File: src/rtl/slicem_pkg.sv
// Shared types and geometry helpers for the slicem LUT-RAM write/readback blocks.
package slicem_pkg;

    localparam int S_XX_BASE_DEF = 4;
    localparam int NUM_LUTS_DEF  = 4;
    localparam int MUX_LVLS_DEF  = $clog2(NUM_LUTS_DEF);
    localparam int WORD_W_DEF    = 8;

    // Bit-address width: LUT address bits, one LUT-half select bit, then the LUT mux levels.
    function automatic int calc_addr_w(input int s_xx_base, input int num_luts);
        return s_xx_base + 1 + $clog2(num_luts);
    endfunction

    localparam int ADDR_W_DEF = calc_addr_w(S_XX_BASE_DEF, NUM_LUTS_DEF);

    typedef enum logic [1:0] {
        IDLE  = 2'd0,
        WRITE = 2'd1,
        DONE  = 2'd2
    } wr_state_t;

    typedef struct packed {
        logic [MUX_LVLS_DEF-1:0]  hi;
        logic                     sel;
        logic [S_XX_BASE_DEF-1:0] lo;
    } addr_fields_t;

    // Split a default-geometry bit address into {hi, sel, lo}.
    function automatic addr_fields_t split_addr(input logic [ADDR_W_DEF-1:0] bit_addr);
        return addr_fields_t'(bit_addr);
    endfunction

endpackage

File: src/rtl/slicem_addr_split.sv
// Combinational split of a slice bit address into the slice's address ports.
// The low field is replicated into every LUT input slot of luts_in.
module slicem_addr_split
    import slicem_pkg::*;
#(
    parameter int S_XX_BASE = S_XX_BASE_DEF,
    parameter int NUM_LUTS  = NUM_LUTS_DEF,
    parameter int MUX_LVLS  = $clog2(NUM_LUTS),
    parameter int ADDR_W    = S_XX_BASE + 1 + MUX_LVLS
) (
    input  logic [ADDR_W-1:0]               bit_addr,
    output logic [MUX_LVLS-1:0]             higher_order_addr,
    output logic                            write_lut_select,
    output logic [NUM_LUTS*2*S_XX_BASE-1:0] luts_in
);

    assign higher_order_addr = bit_addr[ADDR_W-1 -: MUX_LVLS];
    assign write_lut_select  = bit_addr[S_XX_BASE];
    assign luts_in           = {(NUM_LUTS*2){bit_addr[S_XX_BASE-1:0]}};

endmodule

File: src/rtl/slicem_ram_writer.sv
// Serializes word-wide host write requests into the slicem single-bit LUT-RAM
// write protocol, one bit slot per clock, stalling while cfg_busy is high.
//
// state | meaning
// IDLE  | req_ready high; capture request on req_valid
// WRITE | drive one bit slot per non-stalled cycle, WORD_W slots total
// DONE  | schedule the one-cycle done pulse, then back to IDLE
module slicem_ram_writer
    import slicem_pkg::*;
#(
    parameter int S_XX_BASE = S_XX_BASE_DEF,
    parameter int NUM_LUTS  = NUM_LUTS_DEF,
    parameter int MUX_LVLS  = $clog2(NUM_LUTS),
    parameter int WORD_W    = WORD_W_DEF,
    parameter int ADDR_W    = calc_addr_w(S_XX_BASE, NUM_LUTS)
) (
    input  logic                            clk,
    input  logic                            rst_n,
    input  logic                            req_valid,
    output logic                            req_ready,
    input  logic [ADDR_W-1:0]               req_addr,
    input  logic [WORD_W-1:0]               req_data,
    input  logic [WORD_W-1:0]               req_mask,
    input  logic                            cfg_busy,
    output logic                            done,
    output logic                            busy,
    output logic                            data_in,
    output logic                            write_en,
    output logic                            write_lut_select,
    output logic [MUX_LVLS-1:0]             higher_order_addr,
    output logic [NUM_LUTS*2*S_XX_BASE-1:0] luts_in
);

    localparam int IDX_W = (WORD_W > 1) ? $clog2(WORD_W) : 1;
    localparam logic [IDX_W-1:0] IDX_LAST = IDX_W'(WORD_W - 1);

    wr_state_t          state_q, state_d;
    logic [IDX_W-1:0]   idx_q, idx_d;
    logic [ADDR_W-1:0]  cap_addr_q, cap_addr_d;
    logic [WORD_W-1:0]  cap_data_q, cap_data_d;
    logic [WORD_W-1:0]  cap_mask_q, cap_mask_d;
    logic [ADDR_W-1:0]  addr_q, addr_d;
    logic               data_q, data_d;
    logic               wen_q, wen_d;
    logic               done_q, done_d;

    // State, capture and registered slice outputs.
    always_ff @(posedge clk or negedge rst_n) begin
        if (!rst_n) begin
            state_q    <= IDLE;
            idx_q      <= '0;
            cap_addr_q <= '0;
            cap_data_q <= '0;
            cap_mask_q <= '0;
            addr_q     <= '0;
            data_q     <= 1'b0;
            wen_q      <= 1'b0;
            done_q     <= 1'b0;
        end else begin
            state_q    <= state_d;
            idx_q      <= idx_d;
            cap_addr_q <= cap_addr_d;
            cap_data_q <= cap_data_d;
            cap_mask_q <= cap_mask_d;
            addr_q     <= addr_d;
            data_q     <= data_d;
            wen_q      <= wen_d;
            done_q     <= done_d;
        end
    end

    // Next-state and next-output logic; address/data hold unless a slot is driven.
    always_comb begin
        state_d    = state_q;
        idx_d      = idx_q;
        cap_addr_d = cap_addr_q;
        cap_data_d = cap_data_q;
        cap_mask_d = cap_mask_q;
        addr_d     = addr_q;
        data_d     = data_q;
        wen_d      = 1'b0;
        done_d     = 1'b0;
        case (state_q)
            IDLE: begin
                if (req_valid) begin
                    cap_addr_d = req_addr;
                    cap_data_d = req_data;
                    cap_mask_d = req_mask;
                    idx_d      = '0;
                    state_d    = WRITE;
                end
            end
            WRITE: begin
                if (!cfg_busy) begin
                    addr_d = cap_addr_q + ADDR_W'(idx_q);
                    data_d = cap_data_q[idx_q];
                    wen_d  = cap_mask_q[idx_q];
                    if (idx_q == IDX_LAST) begin
                        state_d = DONE;
                    end else begin
                        idx_d = idx_q + 1'b1;
                    end
                end
            end
            DONE: begin
                done_d  = 1'b1;
                state_d = IDLE;
            end
            default: state_d = IDLE;
        endcase
    end

    assign req_ready = (state_q == IDLE);
    assign busy      = (state_q != IDLE);
    assign data_in   = data_q;
    assign write_en  = wen_q;
    assign done      = done_q;

    slicem_addr_split #(
        .S_XX_BASE (S_XX_BASE),
        .NUM_LUTS  (NUM_LUTS),
        .MUX_LVLS  (MUX_LVLS),
        .ADDR_W    (ADDR_W)
    ) u_addr_split (
        .bit_addr          (addr_q),
        .higher_order_addr (higher_order_addr),
        .write_lut_select  (write_lut_select),
        .luts_in           (luts_in)
    );

endmodule

File: config.mk
export PLATFORM = sky130hd
export DESIGN_NAME = slicem_ram_writer
export DESIGN_NICKNAME = d
export VERILOG_FILES = /design/src/rtl/slicem_pkg.sv /design/src/rtl/slicem_addr_split.sv /design/src/rtl/slicem_ram_writer.sv
export SDC_FILE = /design/constraint.sdc
export NUM_CORES = 1
export LEC_CHECK = 0
export CORE_MARGIN = 10
export CORE_UTILIZATION = 45
export DETAILED_ROUTE_END_ITERATION = 7
export PLACE_DENSITY = 0.79
export SLEW_MARGIN = 20
export SYNTH_ARGS = -nofsm -noshare
export SYNTH_HDL_FRONTEND = slang
export SYNTH_SLANG_ARGS = --single-unit
export TNS_END_PERCENT = 5
File: constraint.sdc
create_clock -name clk -period 2 [get_ports clk]
set_input_delay 0.2 -clock clk [delete_from_list [all_inputs] [get_ports clk]]
set_output_delay 0.2 -clock clk [all_outputs]
set_load 0.005 [all_outputs]
Word-level counts from Yosys, hierarchy flattened
Index checks and enable logic that the tools add are counted.
Operators by class
  $add $sub $neg: 2
  $mul: 0
  divide/modulo/power cells: 0
  order comparisons: 1
  eq/ne operators: 7
  shifts and indexed selects: 0
  muxes and demuxes: 15
  bitwise operators: 1
  reductions and logical operators: 7
Operator list (count)
  $mux 3: 3
  $ne 2x2->1 const B: 4
  $add 7x3->7: 1
  $bmux 1 s3: 2
  $mux 2: 3
  $pmux 3 s2: 1
  $mux 1: 5
  $lt 3x4->1 const B: 1
  $pmux 2 s2: 1
  $reduce_and 2->1: 2
  $reduce_and 4->1: 1
  $reduce_bool 2->1: 2
  $add 3x1->3 const B: 1
  $eq 3x3->1 const B: 1
  $reduce_and 3->1: 1
  $eq 2x1->1 const B: 1
  $eq 2x2->1 const B: 1
  $logic_not 2->1: 1
  $not 1->1: 1
Storage, ports and cells
  register bits: 38
  latch bits: 0
  bits in writable memories: 0
  bits in read-only memories: 0
  input port bits: 27
  output and inout port bits: 40
  word-level logic and storage cells: 42
  memories: 0

Longest topological paths before layout
Gate-level depths: netlist (run 1).
  word-level depth: 4
  gate-level depth with buffers: 7
  mapped depth without buffers: 7

Cells and area by module
From an unflattened synthesis (run 1), not the netlist that was laid out.
Unflattened totals
  cell total of the unflattened synthesis: 166
  area total of the unflattened synthesis: 2093.3 um^2
By module, submodules not included
  slicem_ram_writer: times used 1, cells an instance 131, area each 1830.5 um^2, sequential area each 950.9 um^2
  slicem_addr_split: times used 1, cells an instance 35, area each 262.8 um^2, sequential area each 0.0 um^2

Worst setup path before layout (run 1)
OpenSTA, ideal clock, no wires.
  path kind: register -> register
  from: register idx_q[1]
  to: register idx_q[0]
  library setup time: 0.125 ns
  arrival time: 1.523 ns
  required time: 1.875 ns
  slack: 0.353 ns
  stages on the path, launching flop included: 7
  buffers on the path: 0
  period minus slack after synthesis: 1.647 ns
  path through: dfrtp_1 > ha_1 > ha_1 > nor2_1 > mux2i_1 > or2_2 > mux2_2
On the way
  longest elaborated chain between the ends: 3
Ends and longest elaborated chain
  start: declaration: RTL line slicem_ram_writer.sv:38  | logic [IDX_W-1:0] idx_q, idx_d;
  start signal: assignment: RTL line slicem_ram_writer.sv:61  | idx_q <= idx_d;
  $eq 3x3->1: RTL line slicem_ram_writer.sv:98  | if (idx_q == IDX_LAST) begin
  $ne 2x2->1 (no line)
  $reduce_and 4->1 (no line)
Every way passes these cells.
A chain may end at the register's enable or synchronous reset.

Worst setup path after layout (run 1)
  from: register idx_q[1]
  to: register addr_q[6]
On the way
  longest elaborated chain between the ends: 1
Ends and longest elaborated chain
  $add 7x3->7: RTL line slicem_ram_writer.sv:95  | addr_d = cap_addr_q + ADDR_W'(idx_q);
  end signal: assignment: RTL line slicem_ram_writer.sv:65  | addr_q <= addr_d;
  end: declaration: RTL line slicem_ram_writer.sv:42  | logic [ADDR_W-1:0] addr_q, addr_d;
Every way passes these cells.

==> results by group, run 1 <==
Placement
  – GP Congestion: 0.742
  – Detail Placement HPWL: 3.05 mm
  – Port buffer count: 66
  – DP Cell Count: 246

Detailed routing
  – DR vias/cell: 4.95
  – DRC violations left: 0
  – Via count: 1,257
  – 1st-iter DRT viols: 47
  – ANT nets after route: 0
  – First-pass DRT Iterations: 4
  – Post-Route WL: 3.86 mm
  – WL/cell: 15.2 um

Yosys
  – Synth Area in Compound Gates: 4.78%
  – Area fraction of the dominant cell type after synthesis: 46.6%
  – Syn_area_per_cell: 12.8 sq um
  – Seq cells post-synth: 38
  – Mux cell area share after synthesis: 21.9%
  – Sequential share of the synthesized area: 46.6%
  – Most frequent cells after synthesis: 38 x dfrtp_1, 28 x buf_4, 18 x mux2_4
  – Largest family of logic cells by synthesized area: multiplexers
  – Yosys warns: 0
  – Simple-gate share of the synthesized area: 6.19%
  – Synth Area in Adders: 4.05%
  – Top cells by area, synth: dfrtp_1 47%, mux2_4 13%, buf_4 10%
  – Area leader, netlist: dfrtp_1
  – Synth Cell Area: 2040 sq um
  – Mapped Cells: 159
  – Most common flop cell mapped by yosys: dfrtp_1
  – EDFF count, synth: 0
  – Most frequent cell after synthesis: dfrtp_1
  – Post-synth cell types: 33
  – Async set or reset register ratio after synthesis: 100%
  – XOR/XNOR Fraction of Synth Area: 2.15%
  – Post-synth net total: 192

Final layout
  – Area grow syn2layout: 27.3%
  – Diodes inserted: 0
  – Final net count: 234
  – Share of cells above drive strength 1: 20.8%
  – Core Util, Final: 59.2%
  – Final cell count without fillers: 254

Clock tree
  – CTS tree: done
  – Resized Gates After CTS: 0
  – Clock Latency Late Sink: 0.29 ns
  – Max Root-Sink Buffers: 2
  – Sink Count: 38
  – Post-CTS setup buffers: 0
  – Reg clk slew, reported paths: 0.07 ns
  – Post-CTS Hold Fix Bufs: 0
  – CTS H-tree lvls: 2
  – Root buffer cell: clkbuf_8
  – Inserted Clock Buffers: 5

Die
  – Die width: 87.3 um
  – IO Count: 67
  – Initial Util: 46.5%
  – Die area: 7630 sq um
  – # rows: 24
  – DIE HEIGHT: 87.3 um
  – Core Box Area: 4380 sq um

Global routing
  – Number of global-route vias before repair: 1,318
  – First-pass GRT wire length: 6.22 mm
  – Initial antenna violation count: 0
  – GRT Util Overall: 10.2%
  – Total global routing overflow: 0
  – Largest net degree at the start of global routing: 39

Timing
  – Hold Fails Final Rpt: 0
  – Slew @ Worst Pin: 0.825 ns
  – Slew headroom: 45.0%
  – Worst Skew: 0.00727 ns
  – Total negative slack: 0 ns
  – Minimum clock period: 1.82 ns
  – Slew Viols, Final: 0
  – Fin Hold WS: 0.00661 ns
  – Final Cycle Share: 91.0%
  – Setup-failing EPs final: 0
  – Fmax: 549 MHz
  – Unrepaired setup endpoints after global routing: no

Setup path
  – Crit path capture type: flip-flop
  – Critical path class: flip-flop to flip-flop
  – Critical-path maximum fanout: 8
  – CP startpoint kind: flip-flop
  – Worst Path Arrival: 2.03 ns
  – Data required time of the worst path: 2.21 ns

Run status
  – Status: finished, final reports clean

Min path
  – Worst Hold Class: input pin to asynchronous set/reset pin

Power
  – IR Drop Worst-Case VDD: 0.000588 V
  – Leak: 1.13 nW
  – Cell area power density: 1530 nW/um^2

Run
  – Max cap viols: 0
stage by stage:
step                      area (sq um)  total power, W  setup WS (ns)
after global placement            2510         0.00341          0.274
after global routing              2600         0.00427         0.0643
after floorplan                   2040         0.00283          0.353
after CTS                         2600         0.00404          0.171
after detailed placement          2510         0.00349          0.196
final                             2600         0.00397          0.179
sequential cells by signal (all words and copies together), names as in the netlist, 2 cells and up:
register    cells
state_q         2
addr_q          7
cap_mask_q      8
idx_q           3
cap_addr_q      7
cap_data_q      8
final cells by class:
class,count,area (sq um)
sequential,38,951
tap,52,65.1
fill,358,1790
clock buffer,7,86.3
timing repair buffer,68,671
multi-input combinational,82,797
clock inverter,1,5.00
inverter,6,22.5
power by group:
group / internal, W / switching, W
Combinational: 0.00135 / 0.000634
Clock: 0.000278 / 0.000260
Sequential: 0.00113 / 0.000322
Total: 0.00276 / 0.00122
final timing paths:
path,start,endpoint,slack [ns],cells past startpoint
max,idx_q[1],addr_q[6],0.18,6
min,rst_n,idx_q[1],0.007,1
max reg2reg,idx_q[1],addr_q[6],0.18,6
min reg2reg,addr_q[5],addr_q[5],0.48,2
max in group asynchronous,rst_n,addr_q[4],1.47,1
min in group clk,addr_q[5],addr_q[5],0.48,2
layout by cell type (no fill, tap or decap), drive strengths merged, types with 2 or more instances in the layout:
master and count:
clkdlybuf4s50 65, nand2 10, ha 5, xnor2 2, dfrtp 38, o21ai 9, a21oi 2, nor2 5
xor2 3, inv 6, or2 2, mux2 23, mux2i 3, a22o 2, buf 3, mux4 4
nand3 2, and2 2, clkbuf 7
routing by layer:
layer,up-vias,share of wire (%),global-route usage (%),wire length [um]
met4,0,1.0,3.48,39
li1,596,-,-,-
met2,65,41,15.0,1600
met3,4,14,6.18,540
met1,592,43,12.0,1680
met5,-,0,0,0
cells by family (layout without fill, tap and decap cells):
family                   count (synthesis)  in the layout
flip-flops                              38             38
XOR/XNOR                                 5              5
buffers and inverters                   39             82
multiplexers                            30             30
AND/OR/NAND/NOR                         25             25
AO/OA/AOI/OAI                           16             16
adder cells (fa/ha/maj)                  6              6
critical path, cell delays in order (launching register included):
cell and delay, ns:
dfrtp_1 0.53, inv_1 0.11, fa_1 0.48, nor2b_1 0.17
o2111ai_1 0.13, xor2_1 0.16, o21ai_0 0.15
Power figures use the tool's default switching activity.
==> run 2, diff against run 1 <==
CORE_UTILIZATION = 30   (was 45)
PLACE_DENSITY = not set   (was 0.79)
==> results by group, run 2 (synthesized netlist as in run 1, its figures left out) <==
Run status
  – Status: finished, final reports clean

Setup path
  – Most frequent CP cell: ha_1
  – CP startpoint kind: flip-flop
  – R2r endpoint: idx_q[0]
  – Critical-path maximum fanout: 8
  – Critical path class: flip-flop to flip-flop
  – R2R Setup Slk: 0.24 ns
  – Worst setup path endpoint: idx_q[0]
  – Data required time of the worst path: 2.17 ns
  – R2R depth: 6
  – Crit-path slowest cell: dfrtp_1
  – Crit path capture type: flip-flop
  – Worst reg2reg startpoint: idx_q[1]
  – Crit path from: idx_q[1]
  – Worst Path Arrival: 1.93 ns
  – Ordered list of cells on the worst path: ha_1 -> ha_1 -> nor2_1 -> mux2i_1 -> or2_2 -> mux2_2
  – Crit-path max cell delay: 0.48 ns

Final layout
  – Post-Layout Inst Area: 2640 sq um
  – Commonest cells after routing, fill and taps aside: 65 x clkdlybuf4s50_1, 38 x dfrtp_1, 18 x mux2_4
  – Commonest non-fill, non-tap cell in the layout: clkdlybuf4s50_1
  – Multi-input combinational cell area: 797 sq um
  – Fillers: 611
  – Final net count: 237
  – Share of cells above drive strength 1: 20.6%
  – FF/Latch Area: 951 sq um
  – Largest registers: cap_data_q x8, cap_mask_q x8
  – Area grow syn2layout: 29.3%
  – Diodes inserted: 0
  – Core Util, Final: 40.6%

Clock tree
  – Reg clk slew, reported paths: 0.07 ns
  – Max Root-Sink Buffers: 2
  – Clock Latency Late Sink: 0.29 ns
  – Root buffer cell: clkbuf_8
  – Inserted Clock Buffers: 5
  – CTS H-tree lvls: 2
  – Resized Gates After CTS: 0
  – CTS tree: done
  – Sink Count: 38

Min path
  – Worst Hold Class: input pin to asynchronous set/reset pin

Die
  – Die width: 102 um
  – # rows: 29
  – Initial Util: 31.4%
  – DIE HEIGHT: 102 um
  – IO Count: 67
  – Die area: 10,500 sq um
  – Core Box Area: 6490 sq um

Timing
  – Slew @ Worst Pin: 0.493 ns
  – Setup-failing EPs final: 0
  – Unrepaired setup endpoints after global routing: no
  – Total negative slack: 0 ns
  – Slew headroom: 67.0%
  – Fmax: 568 MHz
  – Hold Fails Final Rpt: 0
  – Final Cycle Share: 88.0%
  – Slew Viols, Final: 0
  – Worst Skew: 0.00272 ns
  – Minimum clock period: 1.76 ns

Detailed routing
  – Via count: 1,233
  – 1st-iter DRT viols: 39
  – DRC violations left: 0
  – ANT nets after route: 0
  – First-pass DRT Iterations: 4
  – Post-Route WL: 3.96 mm
  – WL/cell: 14.1 um
  – DR vias/cell: 4.39

Run
  – Max cap viols: 0

Power
  – Combinational fraction of design power: 50.4%
  – P_sw: 0.00120 W
  – Leak: 1.14 nW
  – Cell area power density: 1480 nW/um^2
  – Part of the power in registers: 37.1%
  – Internal power: 0.00272 W
  – IR Drop Worst-Case VDD: 0.000543 V
  – Sw Share: 30.6%
  – Clock power frac: 12.5%

Placement
  – Port buffer count: 66
  – Placed cell areas: 2550 sq um
  – GP Congestion: 0.749
  – Detail Placement HPWL: 3.22 mm

Global routing
  – GRT Util Overall: 7.74%
  – Total global routing overflow: 0
  – Initial antenna violation count: 0
  – Number of global-route vias before repair: 1,304
  – Largest net degree at the start of global routing: 25
  – First-pass GRT wire length: 6.35 mm
run 2: critical path: cells and delay by family (launching register included):
| family | cells | cell delay [ns] |
|---|---|---|
| flops | 1 | 0.48 |
| fa+ha+maj | 2 | 0.44 |
| simple gates | 2 | 0.39 |
| mux | 2 | 0.33 |
run 2: metal layers:
layer / vias up / routed length [um] / global-route usage (%)
met4: 0 / 44 / 3.58
met3: 6 / 495 / 3.64
met2: 64 / 1650 / 12.0
met5: - / 0 / 0
li1: 600 / - / -
met1: 563 / 1770 / 8.90
run 2: cell type report:
| class | instances | share of cell area, % |
|---|---|---|
| Clock buffer | 7 | 2.89 |
| Inverter | 6 | 0.853 |
| Multi-Input combinational cell | 82 | 30.2 |
| Sequential cell | 38 | 36.0 |
| Tap cell | 77 | 3.65 |
| Timing Repair Buffer | 71 | 26.4 |
run 2: power by group through the flow:
stage	registers, W	logic, W	clock network [W]
after CTS	0.00147	0.00202	0.000505
after global placement	0.00147	0.00199	0
after detailed placement	0.00148	0.00201	0
after floorplan	0.00139	0.00144	0
final	0.00145	0.00197	0.000488
after global routing	0.00153	0.00218	0.000543
run 2: stage by stage:
stage	setup WS [ns]	total power, W	hold WS (ns)	instances
2_1_floorplan	0.353	0.00283	-0.0956	159
3_3_place_gp	0.241	0.00346	0.109	273
3_5_place_dp	0.229	0.00349	0.112	273
4_1_cts	0.206	0.00399	0.328	281
5_1_grt	0.0448	0.00425	0.363	281
6_report	0.239	0.00391	0.324	281
run 2: how the worst min path moves through the flow:
| stage | cells past startpoint | start | endpoint |
|---|---|---|---|
| 3_3_place_gp | 1 | rst_n | cap_data_q[7] |
| 4_1_cts | 2 | rst_n | cap_mask_q[6] |
| 5_1_grt | 2 | rst_n | cap_data_q[6] |
| 6_report | 2 | rst_n | cap_data_q[7] |
| 3_5_place_dp | 1 | rst_n | cap_data_q[7] |
| 2_1_floorplan | 0 | rst_n | addr_q[0] |
run 2: repair_timing:
item | CTS | global route
endpoints found under the hold margin | 12 | 0
setup buffers | 0 | 0
hold buffers | 1 | 0
==> variant, RTL diff (flow settings as in run 1) <==
The 3 states of `wr_state_t` get a one-hot encoding in 3 bits.
--- a/src/rtl/slicem_pkg.sv
+++ b/src/rtl/slicem_pkg.sv
@@ -14,8 +14,8 @@
     localparam int ADDR_W_DEF = calc_addr_w(S_XX_BASE_DEF, NUM_LUTS_DEF);
 
-    typedef enum logic [1:0] {
-        IDLE  = 2'd0,
-        WRITE = 2'd1,
-        DONE  = 2'd2
+    typedef enum logic [2:0] {
+        IDLE  = 3'b001,
+        WRITE = 3'b010,
+        DONE  = 3'b100
     } wr_state_t;
 
Check against the original RTL: no difference found for any inputs over 10 cycles, from zero or initial values and one cycle with rst_n low; not proved beyond that.
==> variant against run 1 <==
Sequential cell count increased by 1; final area grew 3.7%; power down 1.5%; setup slack got worse by 0.15 ns; non-clock buffer count rose by 6; wire length grew 7.0%; synthesized area up 0.61%; first-iteration DRC count is 6.4% higher.
==> variant: results (changes against run 1) <==
- Number of H-tree branching levels: 2 (unchanged)
- Latest clock arrival within the worst-skew pair: 0.29 ns (about the same)
- Post-Synth Adder-Cell Area: 0.0402 (-0.000247)
- The proportion of layout cells with a drive suffix above 1 is 0.235 (+0.0268).
- Vias in the first global route: 1435 (+8.9%)
* Reg-to-reg endpoint: idx_q[0]
* Pin count of the biggest net entering global routing: 26 (-33%)
* Worst-case vdd ir drop: 0.539 mV (-8.3%)
- The final net count is 245 (+4.7%).
* Aggregate global-route resource usage: 0.113 (+0.0110)
- Standby leakage power: 1.11 nW (-2.0%)
* Detailed-placement wirelength estimate: 3.30 mm (+8.1%)
* Flop2flop setup slack: 0.03 ns (-0.15 ns)
- The final estimated routing congestion in global placement was 0.785 (+5.8%).
* Start of the worst register-to-register path: idx_q[0]
- Fill cell count: 359 (+0.28%)
* Run status: complete, no violations
- The compound-gate portion of the synthesized area was 0.0567 (+0.00885).
- The finished layout cell area was 0.00269 mm² (+3.7%).
* DP Worst Slack: 0.0477 ns (-0.148 ns)
- The total placed instance area was 0.00258 mm² (+2.9%).
- The worst slew margin relative to its limit came to 0.645 (+0.195).
- Sequential-to-total area share from yosys stat: 0.476 (+0.00996)
- The number of warnings reported in the yosys synthesis log is 0 (unchanged).
- The wire length of the first global-routing pass is 6.86 mm (+10%).
- The xor and xnor fraction of the mapped netlist area came to 0.00427 (-0.0172).
- The share of synthesized area spent on multiplexers is 0.196 (-0.0233).
- Avg Vias per Cell: 5.02 (+1.4%)
- Sorting the synthesized cells by how often they occur yields sky130_fd_sc_hd__dfrtp_1 (38), sky130_fd_sc_hd__buf_4 (28), sky130_fd_sc_hd__mux2_2 (24).
- Fin Clk Skew: 0.00310 ns (-0.00417 ns)
- The number of library cell types mapped by synthesis came to 37 (+12%).
- The worst reg2reg path depth was 5 (-1).
* Top area cells in the synthesized netlist: sky130_fd_sc_hd__dfrtp_1 (46%), sky130_fd_sc_hd__mux2_2 (13%), sky130_fd_sc_hd__buf_4 (10%)
- The DRC violation total after the first TritonRoute iteration is 50 (+6.4%).
- The worst-path maximum fanout is 2 (-6).
- Worst path arrival time: 2.14 ns (+0.11 ns)
- CTS Buffer Depth: 2 (unchanged)
- The post-synth net total is 197 (+2.6%).
- The sum of routed wire length over all layers was 4.13 mm (+7.0%).
## variant: cell count changes after synthesis, moves of 2 or more
cell	delta
sky130_fd_sc_hd__a31oi_1	+4
sky130_fd_sc_hd__mux2_2	+19
sky130_fd_sc_hd__or3_1	+3
sky130_fd_sc_hd__mux2_4	-18
sky130_fd_sc_hd__nand2_1	-5
sky130_fd_sc_hd__a22o_1	-2
sky130_fd_sc_hd__o21ai_0	-5
sky130_fd_sc_hd__inv_1	+2
sky130_fd_sc_hd__nor2_1	+3
sky130_fd_sc_hd__xor2_1	-3
sky130_fd_sc_hd__buf_8	+2
sky130_fd_sc_hd__buf_12	-2
## variant: critical path, cell delays in order, from the launching register on
cell                      delay [ns]
sky130_fd_sc_hd__dfrtp_1        0.40
sky130_fd_sc_hd__ha_1           0.21
sky130_fd_sc_hd__ha_1           0.19
sky130_fd_sc_hd__or4b_1         0.53
sky130_fd_sc_hd__a21oi_2        0.19
sky130_fd_sc_hd__mux2_1         0.34
## variant: worst max path at each step
stage          slack (ns)       end  depth (start not counted)  startpoint
2_1_floorplan       0.007  idx_q[0]                          5    idx_q[1]
3_3_place_gp         0.12  idx_q[0]                          5    idx_q[1]
3_5_place_dp         0.05  idx_q[0]                          5    idx_q[0]
4_1_cts              0.03  idx_q[0]                          5    idx_q[0]
5_1_grt             -0.02  idx_q[0]                          5    idx_q[0]
6_report             0.03  idx_q[0]                          5    idx_q[0]
## variant: area by class of cell
class                      instances  area share
inverter                           7     0.00976
clock buffer                       8      0.0372
sequential                        39       0.363
tap                               52      0.0242
multi-input combinational         85       0.294
timing repair buffer              74       0.271
## variant: what timing repair did
action / 4_1_cts / 5_1_grt
hold buffers: 1 / 0
gates resized for setup: 0 / 1
setup endpoints to repair: 0 / 3
hold endpoints to repair: 21 / 0
## variant: through the flow
stage,hold WS [ns],instances,power (mW),setup TNS [ns]
2_1_floorplan,-0.0956,164,2.71,0
3_5_place_dp,0.199,256,3.40,0
4_1_cts,0.423,265,3.99,0
3_3_place_gp,0.187,256,3.34,0
5_1_grt,0.448,265,4.24,-0.0249
6_report,0.416,265,3.91,0
## variant: kinds of logic (layout without fill, tap and decap cells)
group / count (synthesis) / count (layout)
fa+ha+maj: 6 / 6
compound gates: 18 / 18
simple gates: 28 / 28
xor+xnor: 1 / 1
buf+inv: 40 / 89
mux: 32 / 32
flops: 39 / 39
## variant: metal layers
metal	vias up	share of wire	global-route usage
li1	639	-	-
met1	631	0.39	0.122
met2	56	0.47	0.179
met3	4	0.14	0.0696
met4	0	0.0075	0.0406
met5	-	0	0
## variant: power breakdown
part | switching [mW] | total [mW] | internal (mW)
registers | 0.291 | 1.44 | 1.15
logic | 0.620 | 1.90 | 1.28
clock network | 0.258 | 0.573 | 0.315
